### src/rtl/dmem_access_arbiter.sv
// Two-port round-robin arbiter that splits byte/half/word loads and stores
// into little-endian byte accesses on a single synchronous byte-wide memory.
module dmem_access_arbiter #(
    parameter int ADDR_W = 10
) (
    input  logic                clk,
    input  logic                rst_n,
    input  logic [1:0]          req_valid,
    output logic [1:0]          req_ready,
    input  logic [5:0]          req_ctl,
    input  logic [2*ADDR_W-1:0] req_addr,
    input  logic [63:0]         req_wdata,
    output logic [1:0]          rsp_valid,
    output logic [31:0]         rsp_rdata,
    output logic [ADDR_W-1:0]   mem_addr,
    output logic                mem_re,
    output logic                mem_we,
    output logic [7:0]          mem_wdata,
    input  logic [7:0]          mem_rdata
);

    localparam logic [1:0] ST_IDLE   = 2'd0;
    localparam logic [1:0] ST_ACCESS = 2'd1;
    localparam logic [1:0] ST_DRAIN  = 2'd2;
    localparam logic [1:0] ST_RESP   = 2'd3;

    logic [1:0]        state_r;
    logic [1:0]        cnt_r;
    logic              owner_r;
    logic              last_grant_r;
    logic [2:0]        ctl_r;
    logic [ADDR_W-1:0] addr_r;
    logic [31:0]       wdata_r;
    logic [31:0]       asm_r;
    logic [1:0]        rsp_valid_r;
    logic [31:0]       rsp_rdata_r;
    logic [ADDR_W-1:0] mem_addr_r;
    logic              mem_re_r;
    logic              mem_we_r;
    logic [7:0]        mem_wdata_r;

    logic              grant_any_s;
    logic              grant_port_s;
    logic [1:0]        req_ready_s;
    logic [2:0]        sel_ctl_s;
    logic [ADDR_W-1:0] sel_addr_s;
    logic [31:0]       sel_wdata_s;
    logic [31:0]       asm_nxt_s;
    logic [1:0]        cnt_nxt_s;

    // Index of the final byte of a transaction (N-1).
    function automatic logic [1:0] last_idx(input logic [2:0] ctl);
        case (ctl)
            3'b000, 3'b011, 3'b101: last_idx = 2'd0;
            3'b001, 3'b100, 3'b110: last_idx = 2'd1;
            default:                last_idx = 2'd3;
        endcase
    endfunction

    function automatic logic is_store(input logic [2:0] ctl);
        is_store = ctl[2] & (ctl[1] | ctl[0]);
    endfunction

    function automatic logic [7:0] byte_of(input logic [31:0] w, input logic [1:0] idx);
        case (idx)
            2'd0:    byte_of = w[7:0];
            2'd1:    byte_of = w[15:8];
            2'd2:    byte_of = w[23:16];
            default: byte_of = w[31:24];
        endcase
    endfunction

    function automatic logic [31:0] put_byte(input logic [31:0] w, input logic [1:0] idx,
                                             input logic [7:0] b);
        logic [31:0] r;
        r = w;
        case (idx)
            2'd0:    r[7:0]   = b;
            2'd1:    r[15:8]  = b;
            2'd2:    r[23:16] = b;
            default: r[31:24] = b;
        endcase
        put_byte = r;
    endfunction

    function automatic logic [31:0] extend(input logic [2:0] ctl, input logic [31:0] a);
        case (ctl)
            3'b000:  extend = {{24{a[7]}}, a[7:0]};
            3'b001:  extend = {{16{a[15]}}, a[15:0]};
            3'b010:  extend = a;
            3'b011:  extend = {24'h000000, a[7:0]};
            3'b100:  extend = {16'h0000, a[15:0]};
            default: extend = 32'h0000_0000;
        endcase
    endfunction

    // Round-robin grant decision; only meaningful while idle and out of reset.
    always_comb begin
        grant_any_s  = 1'b0;
        grant_port_s = 1'b0;
        if ((state_r == ST_IDLE) && rst_n) begin
            case (req_valid)
                2'b01: begin
                    grant_any_s  = 1'b1;
                    grant_port_s = 1'b0;
                end
                2'b10: begin
                    grant_any_s  = 1'b1;
                    grant_port_s = 1'b1;
                end
                2'b11: begin
                    grant_any_s  = 1'b1;
                    grant_port_s = ~last_grant_r;
                end
                default: begin
                    grant_any_s  = 1'b0;
                    grant_port_s = 1'b0;
                end
            endcase
        end else begin
            grant_any_s  = 1'b0;
            grant_port_s = 1'b0;
        end
    end

    // Ready strobe and the granted port's request fields.
    always_comb begin
        req_ready_s = 2'b00;
        if (grant_any_s) begin
            req_ready_s = grant_port_s ? 2'b10 : 2'b01;
        end else begin
            req_ready_s = 2'b00;
        end
        sel_ctl_s   = grant_port_s ? req_ctl[5:3] : req_ctl[2:0];
        sel_addr_s  = grant_port_s ? req_addr[2*ADDR_W-1:ADDR_W] : req_addr[ADDR_W-1:0];
        sel_wdata_s = grant_port_s ? req_wdata[63:32] : req_wdata[31:0];
        cnt_nxt_s   = cnt_r + 2'd1;
    end

    // Load assembly: read data arrives one cycle after its strobe, so byte k-1 lands in cycle k.
    always_comb begin
        asm_nxt_s = asm_r;
        if ((state_r == ST_ACCESS) && !is_store(ctl_r) && (cnt_r != 2'd0)) begin
            asm_nxt_s = put_byte(asm_r, cnt_r - 2'd1, mem_rdata);
        end else if (state_r == ST_DRAIN) begin
            asm_nxt_s = put_byte(asm_r, last_idx(ctl_r), mem_rdata);
        end else begin
            asm_nxt_s = asm_r;
        end
    end

    // Transaction FSM with registered memory strobes and response outputs.
    always_ff @(posedge clk) begin
        if (!rst_n) begin
            state_r      <= ST_IDLE;
            cnt_r        <= 2'd0;
            owner_r      <= 1'b0;
            last_grant_r <= 1'b1;
            ctl_r        <= 3'd0;
            addr_r       <= '0;
            wdata_r      <= 32'h0000_0000;
            asm_r        <= 32'h0000_0000;
            rsp_valid_r  <= 2'b00;
            rsp_rdata_r  <= 32'h0000_0000;
            mem_addr_r   <= '0;
            mem_re_r     <= 1'b0;
            mem_we_r     <= 1'b0;
            mem_wdata_r  <= 8'h00;
        end else begin
            case (state_r)
                ST_IDLE: begin
                    if (grant_any_s) begin
                        state_r      <= ST_ACCESS;
                        cnt_r        <= 2'd0;
                        owner_r      <= grant_port_s;
                        last_grant_r <= grant_port_s;
                        ctl_r        <= sel_ctl_s;
                        addr_r       <= sel_addr_s;
                        wdata_r      <= sel_wdata_s;
                        mem_addr_r   <= sel_addr_s;
                        mem_we_r     <= is_store(sel_ctl_s);
                        mem_re_r     <= ~is_store(sel_ctl_s);
                        mem_wdata_r  <= is_store(sel_ctl_s) ? sel_wdata_s[7:0] : 8'h00;
                    end else begin
                        mem_re_r <= 1'b0;
                        mem_we_r <= 1'b0;
                    end
                end
                ST_ACCESS: begin
                    asm_r <= asm_nxt_s;
                    if (cnt_r == last_idx(ctl_r)) begin
                        mem_re_r <= 1'b0;
                        mem_we_r <= 1'b0;
                        if (is_store(ctl_r)) begin
                            state_r     <= ST_RESP;
                            rsp_valid_r <= owner_r ? 2'b10 : 2'b01;
                            rsp_rdata_r <= 32'h0000_0000;
                        end else begin
                            state_r <= ST_DRAIN;
                        end
                    end else begin
                        cnt_r       <= cnt_nxt_s;
                        mem_addr_r  <= addr_r + ADDR_W'(cnt_nxt_s);
                        mem_wdata_r <= is_store(ctl_r) ? byte_of(wdata_r, cnt_nxt_s) : 8'h00;
                    end
                end
                ST_DRAIN: begin
                    asm_r       <= asm_nxt_s;
                    rsp_rdata_r <= extend(ctl_r, asm_nxt_s);
                    rsp_valid_r <= owner_r ? 2'b10 : 2'b01;
                    state_r     <= ST_RESP;
                end
                ST_RESP: begin
                    rsp_valid_r <= 2'b00;
                    state_r     <= ST_IDLE;
                end
                default: begin
                    state_r     <= ST_IDLE;
                    rsp_valid_r <= 2'b00;
                    mem_re_r    <= 1'b0;
                    mem_we_r    <= 1'b0;
                end
            endcase
        end
    end

    assign req_ready = req_ready_s;
    assign rsp_valid = rsp_valid_r;
    assign rsp_rdata = rsp_rdata_r;
    assign mem_addr  = mem_addr_r;
    assign mem_re    = mem_re_r;
    assign mem_we    = mem_we_r;
    assign mem_wdata = mem_wdata_r;

endmodule

### config.mk
export PLATFORM = sky130hd
export DESIGN_NAME = dmem_access_arbiter
export DESIGN_NICKNAME = d
export VERILOG_FILES = /design/src/rtl/dmem_access_arbiter.sv
export SDC_FILE = /design/constraint.sdc
export NUM_CORES = 1
export LEC_CHECK = 0
export CAP_MARGIN = 10
export CORE_MARGIN = 2
export CORE_UTILIZATION = 35
export DETAILED_ROUTE_END_ITERATION = 6
export SYNTH_ARGS = -nofsm -noshare
export SYNTH_HDL_FRONTEND = slang
export SYNTH_SLANG_ARGS = --single-unit
### constraint.sdc
create_clock -name clk -period 3.3 [get_ports clk]
set_input_delay 0.495 -clock clk [delete_from_list [all_inputs] [get_ports clk]]
set_output_delay 0.495 -clock clk [all_outputs]
set_load 0.03 [all_outputs]
==> results of run 1 <==
==> through the flow <==
step,hold WS [ns],power [mW]
2_1_floorplan,0.443,3.73
3_3_place_gp,0.435,4.50
3_5_place_dp,0.446,4.52
4_1_cts,0.461,6.64
5_1_grt,0.474,6.97
6_report,0.450,6.60
==> registers in the layout (all words and copies together), names as in the netlist <==
name / cells
mem_addr: 10
asm_r: 32
cnt_r: 2
mem_wdata: 8
rsp_valid: 2
last_grant_r: 1
owner_r: 1
wdata_r: 32
ctl_r: 3
mem_we: 1
mem_re: 1
state_r: 2
addr_r: 10
rsp_rdata: 32
==> worst reg2reg max path: stages (launching register included) <==
cell and delay [ns]:
dfxtp_1 0.60, inv_1 0.20, ha_1 0.39, fa_1 0.48, nand4_1 0.24, o21a_1 0.14, nor3_1 0.04, a2111oi_0 0.50
a31o_2 0.17
==> final timing paths <==
kind                                to  depth (start not counted)  slack, ns
max                       req_ready[0]                          6       0.28
min          rsp_rdata[0]$_SDFFE_PN0P_                          2       0.45
max reg2reg   mem_addr[8]$_SDFFE_PN0P_                          8       0.51
min reg2reg  rsp_rdata[0]$_SDFFE_PN0P_                          2       0.45
==> metal layers <==
metal / vias to the layer above / share of wire (%)
met4: 0 / 1.7
met2: 171 / 48
met3: 23 / 3.8
li1: 3278 / -
met1: 3080 / 46
met5: - / 0
==> final cells by class <==
cell class | count | area [µm²]
inverter | 13 | 48.8
clock buffer | 19 | 433
timing repair buffer | 180 | 1750
fill | 1986 | 10500
multi-input combinational | 585 | 4040
tap | 270 | 338
clock inverter | 13 | 219
sequential | 137 | 2740
==> cell usage after synthesis (3+ instances only) <==
library cell,instances
o211ai_1,8
a311oi_1,8
a31o_2,8
and3_1,17
o21ai_0,67
a222oi_1,22
a221o_1,8
mux2_2,19
ha_1,14
dfxtp_1,137
nor2b_1,12
o2111ai_1,4
nor2_1,50
buf_1,8
nand3_1,46
a211oi_1,25
buf_2,11
a21boi_0,16
inv_1,11
clkbuf_1,36
o21a_1,4
nand2_1,55
buf_4,5
xnor2_1,3
a2111oi_0,3
o31ai_1,3
mux2i_1,73
nand4_1,4
nand2b_1,5
nor3_1,9
a22oi_1,9
and2_1,9
a21oi_1,52
==> logic make-up after synthesis <==
logic type,share of synthesized area [%]
compound gates,24.9
simple gates,15.1
flops,38.7
mux,13.3
buf+inv,4.64
fa+ha+maj,2.75
xor+xnor,0.617
==> power by group through the flow <==
stage,Sequential [mW],Combinational [mW],Clock [mW]
detailed placement,2.15,2.36,0
CTS,2.12,2.38,2.15
global route,2.16,2.59,2.22
floorplan,2.23,1.50,0
finish,2.12,2.37,2.12
global placement,2.15,2.35,0
==> qor.txt, run 1 <==
Status: complete, but fails checks
Failing checks: DRC
Synth Register Bits: 137
Clock network power share: 32.1%
Synth Cell Area: 7090 µm²
Layout cell share with drive strength beyond 1: 9.93%
Register area share after synthesis: 38.7%
I/O pins: 158
Worst path max stage delay: 0.62 ns
Sum of buffers and inverters on the critical path: 2
Clock sinks: 137
Critical Path RT: 2.80 ns
Die Area: 21400 µm²
CTS tree: yes
Fin crit period: 3.02 ns
Starting Density: 35.4%
Slew of the pin with the lowest slew margin: 0.933 ns
Post_cts resized: 0
Int Power: 4.18 mW
CTS clock-pin slew for the worst setup and hold paths: 0.06 ns
Ant diodes: 0
Crit Path Max Fanout: 15
Final nets: 1051
GRT met2 Usage: 32.4%
Pre-CTS WS: 0.409 ns
Worst path top cell family by delay: simple AND/OR/NAND/NOR gates
Most common cell after layout, fill and taps aside: clkdlybuf4s50_1
H-tree levels: 4
Finished Cell Area: 9560 µm²
Final Hold Violating Endpoints: 0
Post-synth net total: 914
Grt ovf: 0
Largest area contributor in the netlist: dfxtp_1
Sw Share: 36.8%
Vias post-DR: 6552
Startpoint Class: flip-flop
Vias/cell: 5.38
Setup CP Type: reg -> out
Mapped Avg Cell Area: 8.90 µm²
First-pass GRT wire length: 33.5 mm
Yosys top cell area share: 38.7%
Area Growth Syn to Fin: 34.8%
Cell area after placement: 8910 µm²
Psw: 2.43 mW
Synthesized instance count: 797
Max_cap viols: 0
Die height: 146 µm
Synth async-reset ratio: 0%
VDD IR max: 0.323 mV
Final worst setup slack: 0.281 ns
Leakage Power: 3.64 nW
Max Slew Vio Count: 0
Core area: 20000 µm²
Root buffer cell: clkbuf_16
Maximum clock frequency: 0.331 GHz
Sequential power share: 32.1%
DRT iter0 DRCs: 560
CP Data Arrival Time: 2.52 ns
Clk buf depth: 2
Largest net degree at the start of global routing: 71
Crit path cell chain: inv_1, ha_1, and2_1, o21ai_4, nor2_1, buf_4
Clock Skew: 0.0137 ns
Setup Viol. Count Final: 0
Post-CTS Setup Bufs: 0
Die Wd: 146 µm
Post-DP HPWL: 14.4 mm
Final core utilization: 47.7%
Gr busiest metal: met2
Max-slew headroom: 37.5%
Port Buffer Count: 157
R2r startpoint: cnt_r[0]$_SDFFE_PN0P_
WL final: 20.6 mm
Pwr per Cell Area: 691 nW/µm²
Final period util: 91.5%
Most frequent cells in the layout: clkdlybuf4s50_1, dfxtp_1, mux2i_1
Synth area leaders: dfxtp_1, mux2i_1, o21ai_0, a21oi_1, nand3_1
GP Congestion: 0.803
First-pass DRT Iterations: 7
Post-synthesis cell type count: 62
Row count: 52
Post-route ant nets: 0
GRT met1 Usage: 25.3%
Combinational fraction of design power: 35.8%
Antenna violations before repair: 0
CTS Hold Bufs: 0
Vias in the first global route: 6208
EDFF count, synth: 0
GR met3 Demand/Resource: 4.38%
Worst min-delay path category: reg -> reg
DRC Markers: 2
Crit-path slowest cell: nor2_1
Clk Latency, worst-skew pair: 0.43 ns
RSZ-0062 raised after global routing: false
Mean routed wirelength per cell: 17.0 µm
Dominant synthesized flop cell: dfxtp_1
Num CTS Buffers: 17
GRT Util Overall: 19.4%
Worst setup path start: state_r[0]$_SDFFE_PN0P_
Crit. End Element: output port
Hold path start: rsp_rdata[0]$_SDFFE_PN0P_
Final Non-Filler Cells: 1217
Cells after DPL: 1184
TNS Setup: 0 ns
Synthesis Warnings: 0
Note: power is estimated with default switching activity, not from simulation.
==> run 2: changes to the inputs <==
--- a/config.mk
+++ b/config.mk
@@ -9,6 +9,7 @@
 export CORE_MARGIN = 2
 export CORE_UTILIZATION = 35
 export DETAILED_ROUTE_END_ITERATION = 6
+export SETUP_SLACK_MARGIN = 0.15
 export SYNTH_ARGS = -nofsm -noshare
 export SYNTH_HDL_FRONTEND = slang
 export SYNTH_SLANG_ARGS = --single-unit
==> results of run 2 <==
No change in the layout: final DEF, timing and power equal those of run 1.
==> run 3: changes to the inputs <==
--- a/config.mk
+++ b/config.mk
@@ -10,6 +10,7 @@
 export CORE_UTILIZATION = 35
 export DETAILED_ROUTE_END_ITERATION = 6
 export SETUP_SLACK_MARGIN = 0.15
+export SLEW_MARGIN = 0
 export SYNTH_ARGS = -nofsm -noshare
 export SYNTH_HDL_FRONTEND = slang
 export SYNTH_SLANG_ARGS = --single-unit
==> results of run 3 <==
No change in the layout: final DEF, timing and power equal those of run 1.
